## src/rtl/ball_sprite_fetch.sv

```systemverilog
// Two-stage ball sprite ROM reader: box test and address in stage 1, palette
// return in stage 2, with frame-latched ball state and a per-frame opaque pixel count.
module ball_sprite_fetch #(
    parameter int unsigned ADDR_W  = 19,
    parameter int unsigned COORD_W = 10,
    parameter int unsigned CNT_W   = 9
) (
    input  logic               Clk,
    input  logic               Reset,
    input  logic               frame_start,
    input  logic [COORD_W-1:0] ball_x,
    input  logic [COORD_W-1:0] ball_y,
    input  logic [1:0]         ball_size_in,
    input  logic               is_fire_in,
    input  logic               pix_valid,
    input  logic [COORD_W-1:0] DrawX,
    input  logic [COORD_W-1:0] DrawY,
    input  logic [3:0]         rom_data,
    output logic [ADDR_W-1:0]  rom_address,
    output logic [1:0]         rom_ball_size,
    output logic               rom_is_fire,
    output logic               pix_out_valid,
    output logic               ball_on,
    output logic [3:0]         ball_color_idx,
    output logic [CNT_W-1:0]   last_frame_count
);

    // One extra bit so sx+W never wraps back onto low coordinates.
    localparam int unsigned XW = COORD_W + 1;

    logic [COORD_W-1:0] sx;
    logic [COORD_W-1:0] sy;
    logic [1:0]         ssize;
    logic               sfire;

    logic               v1;
    logic               in1;
    logic [CNT_W-1:0]   cnt;

    logic [XW-1:0]      w_c;
    logic [XW-1:0]      px_c;
    logic [XW-1:0]      py_c;
    logic [XW-1:0]      bx_c;
    logic [XW-1:0]      by_c;
    logic [XW-1:0]      dx_c;
    logic [XW-1:0]      dy_c;
    logic               inbox_c;
    logic [ADDR_W-1:0]  addr_c;
    logic               hit_c;
    logic [CNT_W-1:0]   cnt_sum_c;

    assign rom_ball_size = ssize;
    assign rom_is_fire   = sfire;

    // Stage-1 box test and sprite-relative address from the frame shadow.
    always_comb begin
        w_c = XW'(16);
        if (!sfire) begin
            case (ssize)
                2'd0:    w_c = XW'(8);
                2'd1:    w_c = XW'(12);
                default: w_c = XW'(16);
            endcase
        end
        px_c    = XW'(DrawX);
        py_c    = XW'(DrawY);
        bx_c    = XW'(sx);
        by_c    = XW'(sy);
        dx_c    = px_c - bx_c;
        dy_c    = py_c - by_c;
        inbox_c = (px_c >= bx_c) && (px_c < bx_c + w_c) &&
                  (py_c >= by_c) && (py_c < by_c + w_c);
        addr_c  = '0;
        if (inbox_c) begin
            addr_c = ADDR_W'(dy_c) * ADDR_W'(w_c) + ADDR_W'(dx_c);
        end
    end

    // Stage-2 opacity and the count including the pixel retiring this cycle.
    always_comb begin
        hit_c     = v1 && in1 && (rom_data != 4'd0);
        cnt_sum_c = cnt;
        if (ball_on && (cnt != {CNT_W{1'b1}})) begin
            cnt_sum_c = cnt + CNT_W'(1);
        end
    end

    always_ff @(posedge Clk) begin
        if (Reset) begin
            sx               <= '0;
            sy               <= '0;
            ssize            <= '0;
            sfire            <= 1'b0;
            v1               <= 1'b0;
            in1              <= 1'b0;
            rom_address      <= '0;
            pix_out_valid    <= 1'b0;
            ball_on          <= 1'b0;
            ball_color_idx   <= '0;
            cnt              <= '0;
            last_frame_count <= '0;
        end else begin
            if (frame_start) begin
                sx    <= ball_x;
                sy    <= ball_y;
                ssize <= ball_size_in;
                sfire <= is_fire_in;
            end
            v1  <= pix_valid;
            in1 <= pix_valid && inbox_c;
            if (pix_valid) begin
                rom_address <= addr_c;
            end
            pix_out_valid  <= v1;
            ball_on        <= hit_c;
            ball_color_idx <= hit_c ? rom_data : 4'd0;
            if (frame_start) begin
                last_frame_count <= cnt_sum_c;
                cnt              <= '0;
            end else begin
                cnt <= cnt_sum_c;
            end
        end
    end

endmodule

```

## config.mk

```make
export PLATFORM = sky130hd
export DESIGN_NAME = ball_sprite_fetch
export DESIGN_NICKNAME = d
export VERILOG_FILES = /design/src/rtl/ball_sprite_fetch.sv
export SDC_FILE = /design/constraint.sdc
export NUM_CORES = 1
export LEC_CHECK = 0
export CAP_MARGIN = 20
export CORE_AREA = 2 2 104 106
export DETAILED_ROUTE_END_ITERATION = 7
export DIE_AREA = 0 0 106 108
export PLACE_DENSITY = 0.76
export SYNTH_ARGS = -nofsm -noshare
export SYNTH_HDL_FRONTEND = slang
export SYNTH_SLANG_ARGS = --single-unit
```

## constraint.sdc

```tcl
create_clock -name Clk -period 9.31 [get_ports Clk]
set_input_delay 1.3965 -clock Clk [delete_from_list [all_inputs] [get_ports Clk]]
set_output_delay 1.3965 -clock Clk [all_outputs]
set_load 0.1 [all_outputs]
```

==> flow_results.org <==
** Logic synthesis
- Cell variety after synth :: 61
- Synthesized-area fraction occupied by and/or/nand/nor cells :: 0.139
- The synthesized-area fraction occupied by ao, oa, aoi and oai cells was 0.160.
- In this run, synthesis produced a sequential element count of 67.
- Number of warning messages in the yosys log :: 0
- Of the synthesized area, sequential elements account for 0.241.
- After synthesis, the largest family of logic cells by area is adder cells.
- Synthesized area per cell :: 8.91 sq um
- Share of synthesized cell area in full adder, half adder and majority cells :: 0.289
- When the netlist entered floorplanning its net count stood at 791.
- Measured against the total synthesized area, the mux share comes to 0.0450.
- Counting every instance in the synthesized netlist gives 624.
- Most frequently used flop master after synthesis :: sky130_fd_sc_hd__dfxtp_1
- EDFF count, synth :: 0
- Of the total synthesized cell area, the portion taken by XOR and XNOR cells is 0.0614.
- Async set or reset register ratio after synthesis :: 0
- The mapped netlist covers 0.00556 sq mm.

** Detailed routing
- The detailed router finished its first iteration with 216 violations.
- DR vias :: 4,699
- Wire per inst :: 14.4 um
- # DRC :: 0
- Using the TritonRoute via totals, the vias-per-cell ratio works out to 5.53.
- Summed over all layers, the routed wires come to 12,200 um.
- Antenna violation net count after detailed routing :: 0
- Detailed-router iteration count before antenna repair :: 4

** Global route
- The number of antenna violations at the first check in global routing came to 0.
- met2 is the most crowded layer.
- In the global route stage, met2 resource usage came out at 0.395.
- M3 GR Usage :: 0.0458
- The first global-routing pass estimated 20,600 um of wire.
- Grt met1 use :: 0.277
- Largest net degree at the start of global routing :: 43
- Across every metal layer, demand over resource in global routing totals 0.223.
- The via count of the first global-routing pass is 4,667.
- Total congestion overflow after global routing :: 0

** STA
- For this run, the top clock speed supported by timing is 147 MHz.
- Transition time at the pin with the least slew margin :: 1.12 ns
- Final setup TNS :: 0 ns
- Final slew viol count :: 0
- Setup repair after global routing left no endpoint under its margin.
- Setup Viol. Count Final :: 0
- Count of endpoints failing hold in the final timing report :: 0
- On the final layout, the worst clock skew is 0.00801 ns.
- Final critical path time including I/O delays and setup :: 6.82 ns
- Worst slew slack as a fraction of its limit :: 0.245
- Period Utilization, post-route :: 0.733

** Critical path
- STA classifies the critical path endpoint as a flop.
- Critical path cell sequence :: clkdlybuf4s50_1, inv_1, ha_1, inv_1, fa_1, a21o_1, a21oi_1, o21bai_1, a21oi_1, xnor2_1, and2_1, fa_1, ha_1, ha_1, ha_1, inv_1, fa_1, inv_1, ha_1, or3_1, o221a_2, o21a_1, or3_1, a32o_1
- In this run the worst setup path begins at DrawY[0].
- At the worst endpoint, the arrival time is 7.08 ns.
- R2R Path Start :: sy[0]
- The number of cells on the worst reg-to-reg path is 22.
- Max Fanout on Critical Path :: 4
- Startpoint-to-endpoint class of the critical path :: primary input to flop
- The endpoint identified for the worst register-to-register timing path is rom_address[13].
- Max stage delay cell, worst path :: sky130_fd_sc_hd__fa_1
- Slowest Stage Delay on Critical Path :: 0.53 ns
- The critical path ends at rom_address[13].
- Across all register-to-register paths, the minimum setup slack is 3.61 ns.
- STA puts the critical path data required time at 9.56 ns.
- Cell repeated most along the worst path :: sky130_fd_sc_hd__ha_1
- Critical path startpoint category :: primary input

** Outcome
- The flow ran to the end, and the final reports show no timing, DRC or antenna violations.

** Cells and area
- Number of filler instances in the final layout :: 872
- The repair_antennas step left the layout with diodes totalling 0.
- Post-route cell area :: 0.00674 sq mm
- Share of final-layout standard cells stronger than drive strength 1 :: 0.0421
- Relative to the synthesized area, the layout overhead comes to 21.2%.
- Once layout is complete, the cells apart from fillers number 849.
- Finished Core Util :: 0.659
- Number of nets in the layout :: 875
- Top library cells by usage in the layout, fill and taps aside :: 95 x sky130_fd_sc_hd__ha_1, 85 x sky130_fd_sc_hd__clkdlybuf4s50_1, 80 x sky130_fd_sc_hd__nor2_1
- Leaving out fill and tap cells, the most frequent cell in the layout is sky130_fd_sc_hd__ha_1.

** Pwr
- Leak Pwr :: 3.10 nW
- Of the total power, registers draw 0.265.
- Power share of the clock group :: 0.216
- VDD IR max :: 0.0775 mV
- Internal power comes to 0.678 mW.
- Switching share of total power :: 0.413
- Switching power :: 0.477 mW
- P per Cell Area :: 171 mW/mm^2
- Combinational power share :: 0.519

** Place
- At the end of routability-driven placement, the weighted congestion stood at 0.862.
- Buffers placed on the I/O ports in this run total 86.
- The HPWL after detailed placement is 9880 um.
- In this run the cell area measured after placement is 0.00653 sq mm.
- Inst Count DP :: 832

** CTS
- Deepest level of the CTS H-tree :: 3
- Post-CTS timing repair inserted 0 buffers for setup.
- Clock latency on the worst-skew pair, taken at its later pin, is 0.36 ns.
- Clock-pin slew was measured on the worst setup and hold paths at 0.08 ns.
- After clock tree synthesis, the repair step resized 0 gates.
- Total clock buffers created by CTS :: 9
- TritonCTS built the clock tree.
- Clock root buffer master :: sky130_fd_sc_hd__clkbuf_8
- In this run the deepest clock path goes through 2 buffers.
- Hold repair after CTS inserted 0 buffers.
- Number of sinks driven by the clock tree :: 67

** Floorplanning
- Floorplan die width :: 106 um
- Placeable core region :: 0.0102 sq mm
- The initialized floorplan defines 37 standard-cell rows.
- The die is 108 um tall.
- Die area :: 0.0114 sq mm
- Number of top-level design ports :: 88
- Initial core utilization :: 0.544

** Job
- The tool flagged a number of max-cap violations equal to 0.

** Min path
- Type of the tightest min-delay check :: flop to flop
registers in the layout, summed over array words and instances, names as in the netlist, 2 cells and up:
| signal | cells |
|---|---|
| rom_address | 18 |
| rom_ball_size | 2 |
| sy | 10 |
| sx | 10 |
| cnt | 9 |
| last_frame_count | 9 |
| ball_color_idx | 4 |
routing by layer:
metal | up-vias | share of wire
met2 | 112 | 0.49
met3 | 18 | 0.043
met4 | 0 | 0.015
met1 | 2227 | 0.45
met5 | - | 0
li1 | 2342 | -
final cells by class:
class                      instances  area [sq um]  share of cell area
sequential                        67          1340               0.199
inverter                          74           278              0.0412
timing repair buffer              89           878               0.130
tap                              136           170              0.0253
clock inverter                     7          77.6              0.0115
clock buffer                       9           124              0.0184
multi-input combinational        467          3870               0.574
worst max-delay path: cells and delay by family:
kind	cells	cell delay, ns
compound gates	7	1.41
xor+xnor	1	0.18
fa+ha+maj	8	2.56
buf+inv	5	0.62
simple gates	3	0.89
power by group through the flow:
stage	combinational (mW)	clock, mW	sequential (mW)
finish	0.599	0.250	0.306
global route	0.676	0.268	0.307
CTS	0.600	0.255	0.306
detailed placement	0.590	0	0.313
global placement	0.573	0	0.312
floorplan	0.420	0	0.352
through the flow:
step / total power [mW] / setup WS (ns) / hold slack, ns
4_1_cts: 1.16 / 2.52 / 0.483
6_report: 1.15 / 2.49 / 0.478
2_1_floorplan: 0.772 / 2.93 / 0.460
3_3_place_gp: 0.885 / 2.31 / 0.452
3_5_place_dp: 0.903 / 2.13 / 0.466
5_1_grt: 1.25 / 2.20 / 0.507
synthesized netlist by cell type (2+ instances only):
library cell | n | area share
sky130_fd_sc_hd__a21o_1 | 14 | 0.019
sky130_fd_sc_hd__nor2_1 | 80 | 0.054
sky130_fd_sc_hd__nand2b_1 | 6 | 0.0067
sky130_fd_sc_hd__o21ai_0 | 15 | 0.013
sky130_fd_sc_hd__xnor2_1 | 24 | 0.038
sky130_fd_sc_hd__clkbuf_1 | 11 | 0.0074
sky130_fd_sc_hd__nand2_1 | 19 | 0.013
sky130_fd_sc_hd__nand3_1 | 7 | 0.0063
sky130_fd_sc_hd__or3_1 | 5 | 0.0056
sky130_fd_sc_hd__and2_1 | 5 | 0.0056
sky130_fd_sc_hd__nand4_1 | 7 | 0.0079
sky130_fd_sc_hd__and3_1 | 8 | 0.0090
sky130_fd_sc_hd__o21a_1 | 6 | 0.0081
sky130_fd_sc_hd__fa_1 | 21 | 0.076
sky130_fd_sc_hd__a21oi_1 | 29 | 0.026
sky130_fd_sc_hd__nor2b_1 | 6 | 0.0067
sky130_fd_sc_hd__ha_1 | 95 | 0.21
sky130_fd_sc_hd__a22o_1 | 13 | 0.020
sky130_fd_sc_hd__and2b_1 | 2 | 0.0027
sky130_fd_sc_hd__dfxtp_1 | 67 | 0.24
sky130_fd_sc_hd__buf_1 | 2 | 0.0014
sky130_fd_sc_hd__inv_1 | 74 | 0.050
sky130_fd_sc_hd__o21bai_1 | 5 | 0.0067
sky130_fd_sc_hd__mux2i_1 | 25 | 0.045
sky130_fd_sc_hd__o21ai_1 | 3 | 0.0027
sky130_fd_sc_hd__a32o_1 | 5 | 0.0090
sky130_fd_sc_hd__a211oi_1 | 14 | 0.019
sky130_fd_sc_hd__nor3_1 | 7 | 0.0063
sky130_fd_sc_hd__or2_2 | 3 | 0.0034
sky130_fd_sc_hd__xor2_1 | 15 | 0.024
how the worst min path moves through the flow:
| stage | cells after the start | start | to |
|---|---|---|---|
| after floorplan | 2 | sx[1] | sx[1] |
| after global placement | 1 | rom_address[14] | rom_address[14] |
| after detailed placement | 1 | rom_address[2] | rom_address[2] |
| after CTS | 1 | rom_address[2] | rom_address[2] |
| after global routing | 1 | rom_address[9] | rom_address[9] |
| final | 1 | rom_address[3] | rom_address[3] |
cells by family after synthesis:
| family | count (synthesis) |
|---|---|
| adder cells (fa/ha/maj) | 116 |
| AO/OA/AOI/OAI | 125 |
| other | 1 |
| XOR/XNOR | 39 |
| AND/OR/NAND/NOR | 161 |
| multiplexers | 25 |
| flip-flops | 67 |
| buffers and inverters | 90 |
No activity file was read; power rests on OpenSTA's default activity.
==> patch 1 (same flow settings) <==
`ADDR_W`: 19 -> 38.
--- a/src/rtl/ball_sprite_fetch.sv
+++ b/src/rtl/ball_sprite_fetch.sv
@@ -1,7 +1,7 @@
 // Two-stage ball sprite ROM reader: box test and address in stage 1, palette
 // return in stage 2, with frame-latched ball state and a per-frame opaque pixel count.
 module ball_sprite_fetch #(
-    parameter int unsigned ADDR_W  = 19,
+    parameter int unsigned ADDR_W  = 38,
     parameter int unsigned COORD_W = 10,
     parameter int unsigned CNT_W   = 9
 ) (
Interface: changed (resized rom_address); port bits go from 88 to 107. The function was not compared with the original's and may differ.
==> patch 1 against the original RTL <==
Design area is 4.2% higher. Setup slack worse by 0.12 ns. Non-clock buffer count stayed put. Clock skew is 0.00085 ns higher. Sequential cell count stayed put. Count of clock-buffer cells in the layout stayed put. Hold slack worse by 0.018 ns. Clock power is 4% higher. Largest cell class unchanged. Power is 5.4% higher. Area after synthesis is 6.7% higher. Routed wire length is 5.8% higher. Fmax is 1.7% lower. Synthesized cell count is 11% higher.
==> patch 1: results (changes against the original RTL) <==
Global routing
  – First-pass GRT wire length: 21580 um (+4.8%)
  – Met2 global-route usage: 39.95% (+0.46 points)
  – Met3 GRT Util: 4.340% (-0.24 points)
  – Gr usage total: 23.20% (+0.93 points)
  – GR met1 Demand/Resource: 29.96% (+2.3 points)
  – Vias in the first global route: 4849 (+3.9%)

Final layout
  – Sequential share of cell area: 19.10% (-0.80 points)
  – Share of cells above drive strength 1: 4.493% (+0.29 points)
  – Signal buf overhead: 12.62% (-0.42 points)
  – #MultiIn Comb: 529 (+13%)
  – Multi-input gate area: 4124 sq um (+6.6%)
  – Finished Layout Cells: 915 (+7.8%)
  – Fillers: 868 (-0.46%)
  – Signal inverters: 78 (+5.4%)
  – Fraction of area in multi-input gates: 58.73% (+1.3 points)
  – Clock network area share: 2.958% (-0.031 points)
  – Nets: 941 (+7.5%)

Placed design
  – Post-Place Cell Area: 6799 sq um (+4.1%)
  – Post-Place Worst Slack: 2.019 ns (-0.1116 ns)
  – Placed Instances: 898 (+7.9%)
  – Dpl hpwl: 10530 um (+6.6%)
  – Placer Congestion: 0.9524 (+11%)

Power
  – Power share of the combinational group: 53.6% (+1.7 points)
  – Net Sw Frac: 44.74% (+3.4 points)
  – P_leak: 3.215 nW (+3.8%)
  – VDD IR max: 0.0001003 V (+29%)
  – Comb group: 0.652 mW (+8.8%)
  – Clock-net power: 0.260 mW (+4%)

Synthesis
  – Compound-Gate Fraction of Synth Area: 15.51% (-0.53 points)
  – Seq/Total Area, Yosys: 22.59% (-1.5 points)
  – Mux contribution to synthesized area: 4.215% (-0.28 points)
  – Synth Area in Adders: 27.10% (-1.8 points)
  – Unique masters post-synth: 57 (-6.6%)
  – Post-Synth XOR/XNOR Area: 5.901% (-0.24 points)
  – Top post-synthesis cells by area: dfxtp_1 (23%), ha_1 (20%), fa_1 (7.1%)
  – Synth cell count leaders: ha_1 (95), nor2_1 (80), inv_1 (78)
  – Async SR Flop Fraction: 0% (unchanged)
  – Syn Area/Cell: 8.542 sq um (-4.2%)

Timing
  – Fmax: 0.1441 GHz (-1.7%)
  – Rel. slew slack: 30.65% (+6.1 points)
  – Final Setup Violations: 0 (unchanged)
  – Final worst clock skew: 0.008865 ns (+0.0008538 ns)

Status
  – Status: finished clean

Routing
  – Routed length on met1: 6157 um (+11%)
  – Detail Route met2 WL: 6031 um (+0.95%)
  – Initial DRC count: 208 (-3.7%)
  – Mean number of vias per cell: 5.357 (-3.2%)
  – Routed WL per cell: 14.15 um (-1.9%)
  – Met3 routed WL: 590 um (+13%)

Worst setup path
  – Max FO, Critical Path: 6 (+2)
  – CP Data Arrival Time: 7.18 ns (+0.10 ns)
  – Slowest cell on crit path: fa_1

CTS
  – Number of setup buffers added after CTS: 0 (unchanged)
[patch 1: changes by cell type in the layout (fill, tap and decap cells not counted), moves of 8 or more]
cell,change
nand2_1,+25
o31ai_2,+8
conb_1,+19
a22o_1,-13
o31ai_1,+13
o21ai_0,+9
[patch 1: path summary, 6_finish.rpt]
path,endpoint,slack [ns],startpoint,cells after the start
min,rom_address[17],0.46,rom_address[17],2
max,rom_address[15],2.37,DrawY[0],25
max reg2reg,rom_address[15],3.52,sy[0],23
min reg2reg,rom_address[17],0.46,rom_address[17],2
[patch 1: cells by family (layout without fill, tap and decap cells)]
family	after synthesis	count (layout)
compound gates	132	132
xor+xnor	40	40
fa+ha+maj	116	116
buf+inv	118	183
flops	67	67
mux	25	25
other cells	1	20
simple gates	196	196
[patch 1: worst max-delay path, delay by kind of cell]
family / cells / cell delay, ns
buf+inv: 6 / 0.66
xor+xnor: 1 / 0.16
compound gates: 9 / 2.08
fa+ha+maj: 7 / 2.47
simple gates: 2 / 0.39
==> patch 2 (same settings) <==
Made on the original files. Put one more register stage on the output `rom_address`. The value now appears one clock later. The other outputs are not delayed to match.
--- a/src/rtl/ball_sprite_fetch.sv
+++ b/src/rtl/ball_sprite_fetch.sv
@@ -27,6 +27,8 @@
 
     // One extra bit so sx+W never wraps back onto low coordinates.
     localparam int unsigned XW = COORD_W + 1;
+
+    logic [ADDR_W-1:0] rom_address_s0;
 
     logic [COORD_W-1:0] sx;
     logic [COORD_W-1:0] sy;
@@ -93,7 +95,7 @@
             sfire            <= 1'b0;
             v1               <= 1'b0;
             in1              <= 1'b0;
-            rom_address      <= '0;
+            rom_address_s0   <= '0;
             pix_out_valid    <= 1'b0;
             ball_on          <= 1'b0;
             ball_color_idx   <= '0;
@@ -109,7 +111,7 @@
             v1  <= pix_valid;
             in1 <= pix_valid && inbox_c;
             if (pix_valid) begin
-                rom_address <= addr_c;
+                rom_address_s0 <= addr_c;
             end
             pix_out_valid  <= v1;
             ball_on        <= hit_c;
@@ -123,5 +125,9 @@
         end
     end
 
+    always_ff @(posedge Clk) begin
+        rom_address <= rom_address_s0;
+    end
+
 endmodule
 
Behaviour: not the same (a bounded check fails within 4 cycles, from zero or initial values and one cycle with Reset high).
==> patch 2 against the original RTL <==
Non-clock buffer count is 1 higher. Sequential cell count increased by 18. Routed wire length rose by 1.6%. Count of clock-buffer cells in the layout unchanged. Sequential share of layout area grew 3.8 points. Power rose by 11%. Register-to-register slack got worse by 0.17 ns. Design area up 6.3%. Setup slack worse by 0.16 ns. Area after synthesis up 7.5%. Critical path type unchanged.
==> patch 2: results (changes against the original RTL) <==
Status
  – Status: finished clean

Routing
  – Initial DRC count: 223 (+3.2%)
  – Final WL: 12430 um (+1.6%)
  – Initial DRT Pass Iterations: 5 (+1)
  – Detail Route met2 WL: 6127 um (+2.6%)
  – Met3 routed WL: 449 um (-14%)
  – Via count: 4821 (+2.6%)
  – Routed length on met1: 5690 um (+2.3%)

CTS
  – Max Root-Sink Buffers: 2 (unchanged)

Synthesis
  – Seq/Total Area, Yosys: 28.45% (+4.3 points)
  – Syn Area/Cell: 9.159 sq um (+2.8%)
  – Synth cell count leaders: ha_1 (95), dfxtp_1 (85), nor2_1 (84)
  – Unique masters post-synth: 57 (-6.6%)
  – Top_reg_cell synth: dfxtp_1
  – Synthesized Nets: 820 (+3.7%)

Global routing
  – Vias in the first global route: 4647 (-0.43%)
  – GR met1 Demand/Resource: 28.93% (+1.2 points)
  – Met2 global-route usage: 38.80% (-0.69 points)
  – Met3 GRT Util: 3.978% (-0.60 points)
  – First-pass GRT wire length: 20840 um (+1.2%)
  – Gr usage total: 22.41% (+0.14 points)
  – Largest net degree at the start of global routing: 43 (unchanged)

Power
  – VDD IR max: 0.0001127 V (+45%)
  – Pint: 0.7641 mW (+13%)
  – P_leak: 3.306 nW (+6.7%)

Final layout
  – Nets: 905 (+3.4%)
  – Biggest regs: rom_address (18), rom_address_s0 (18)
  – Finished Layout Cells: 879 (+3.5%)
  – Fillers: 802 (-8.0%)

Timing
  – Final worst clock skew: 0.009918 ns (+0.001907 ns)
  – Worst Tran Pin Value: 0.9787 ns (-0.1447 ns)

Placed design
  – Placed Instances: 862 (+3.6%)
  – Post-Place Worst Slack: 1.956 ns (-0.1740 ns)
  – Dpl hpwl: 10070 um (+2.0%)
  – Placer Congestion: 0.8876 (+3.0%)

Worst setup path
  – CP Data Arrival Time: 7.24 ns (+0.16 ns)

Hold path
  – Min-Delay Path Depth: 0 (-1)
[patch 2: cell count changes after synthesis, moves of 3 or more]
cell	change
or3_1	-4
dfxtp_1	+18
a22o_1	-5
a22o_2	+9
a21oi_1	+3
o21ai_0	-4
a32o_1	-3
nor2_1	+4
[patch 2: cell families (layout without fill, tap and decap cells)]
logic type	Yosys count	count (layout)	synth area share [%]
fa+ha+maj	116	116	26.90
xor+xnor	40	40	5.858
buf+inv	91	181	5.921
compound gates	127	127	15.21
simple gates	168	168	13.41
flops	85	85	28.45
other cells	1	1	0.06270
mux	25	25	4.184
[patch 2: power by group through the flow]
stage                     Combinational (mW)  Sequential, mW  Clock, mW
after floorplan                        0.440           0.435          0
after global placement                 0.607           0.395          0
after detailed placement               0.624           0.395          0
after CTS                              0.633           0.387      0.268
after global routing                   0.714           0.388      0.285
final                                  0.632           0.387      0.263
[patch 2: area by class of cell]
cell class                      instances  share of cell area (%)
Sequential cell                        85                   23.75
Multi-Input combinational cell        477                   54.79
Clock buffer                            9                   1.729
Inverter                               75                   3.929
Tap cell                              136                   2.375
Clock inverter                          7                   1.013
Timing Repair Buffer                   90                   12.42
[patch 2: metrics by stage]
step | power [mW] | cell area [sq um]
6_report | 1.281 | 7164
5_1_grt | 1.387 | 7164
4_1_cts | 1.288 | 7153
3_5_place_dp | 1.019 | 6957
3_3_place_gp | 1.002 | 6957
2_1_floorplan | 0.8750 | 5981
[patch 2: worst paths after layout]
path / slack (ns) / endpoint / from
hold / removal: 0.35 / rom_address[6] / rom_address_s0[6]
setup reg to reg: 3.44 / rom_address_s0[13] / sy[0]
hold reg to reg: 0.35 / rom_address[6] / rom_address_s0[6]
setup / recovery: 2.33 / rom_address_s0[13] / DrawY[0]
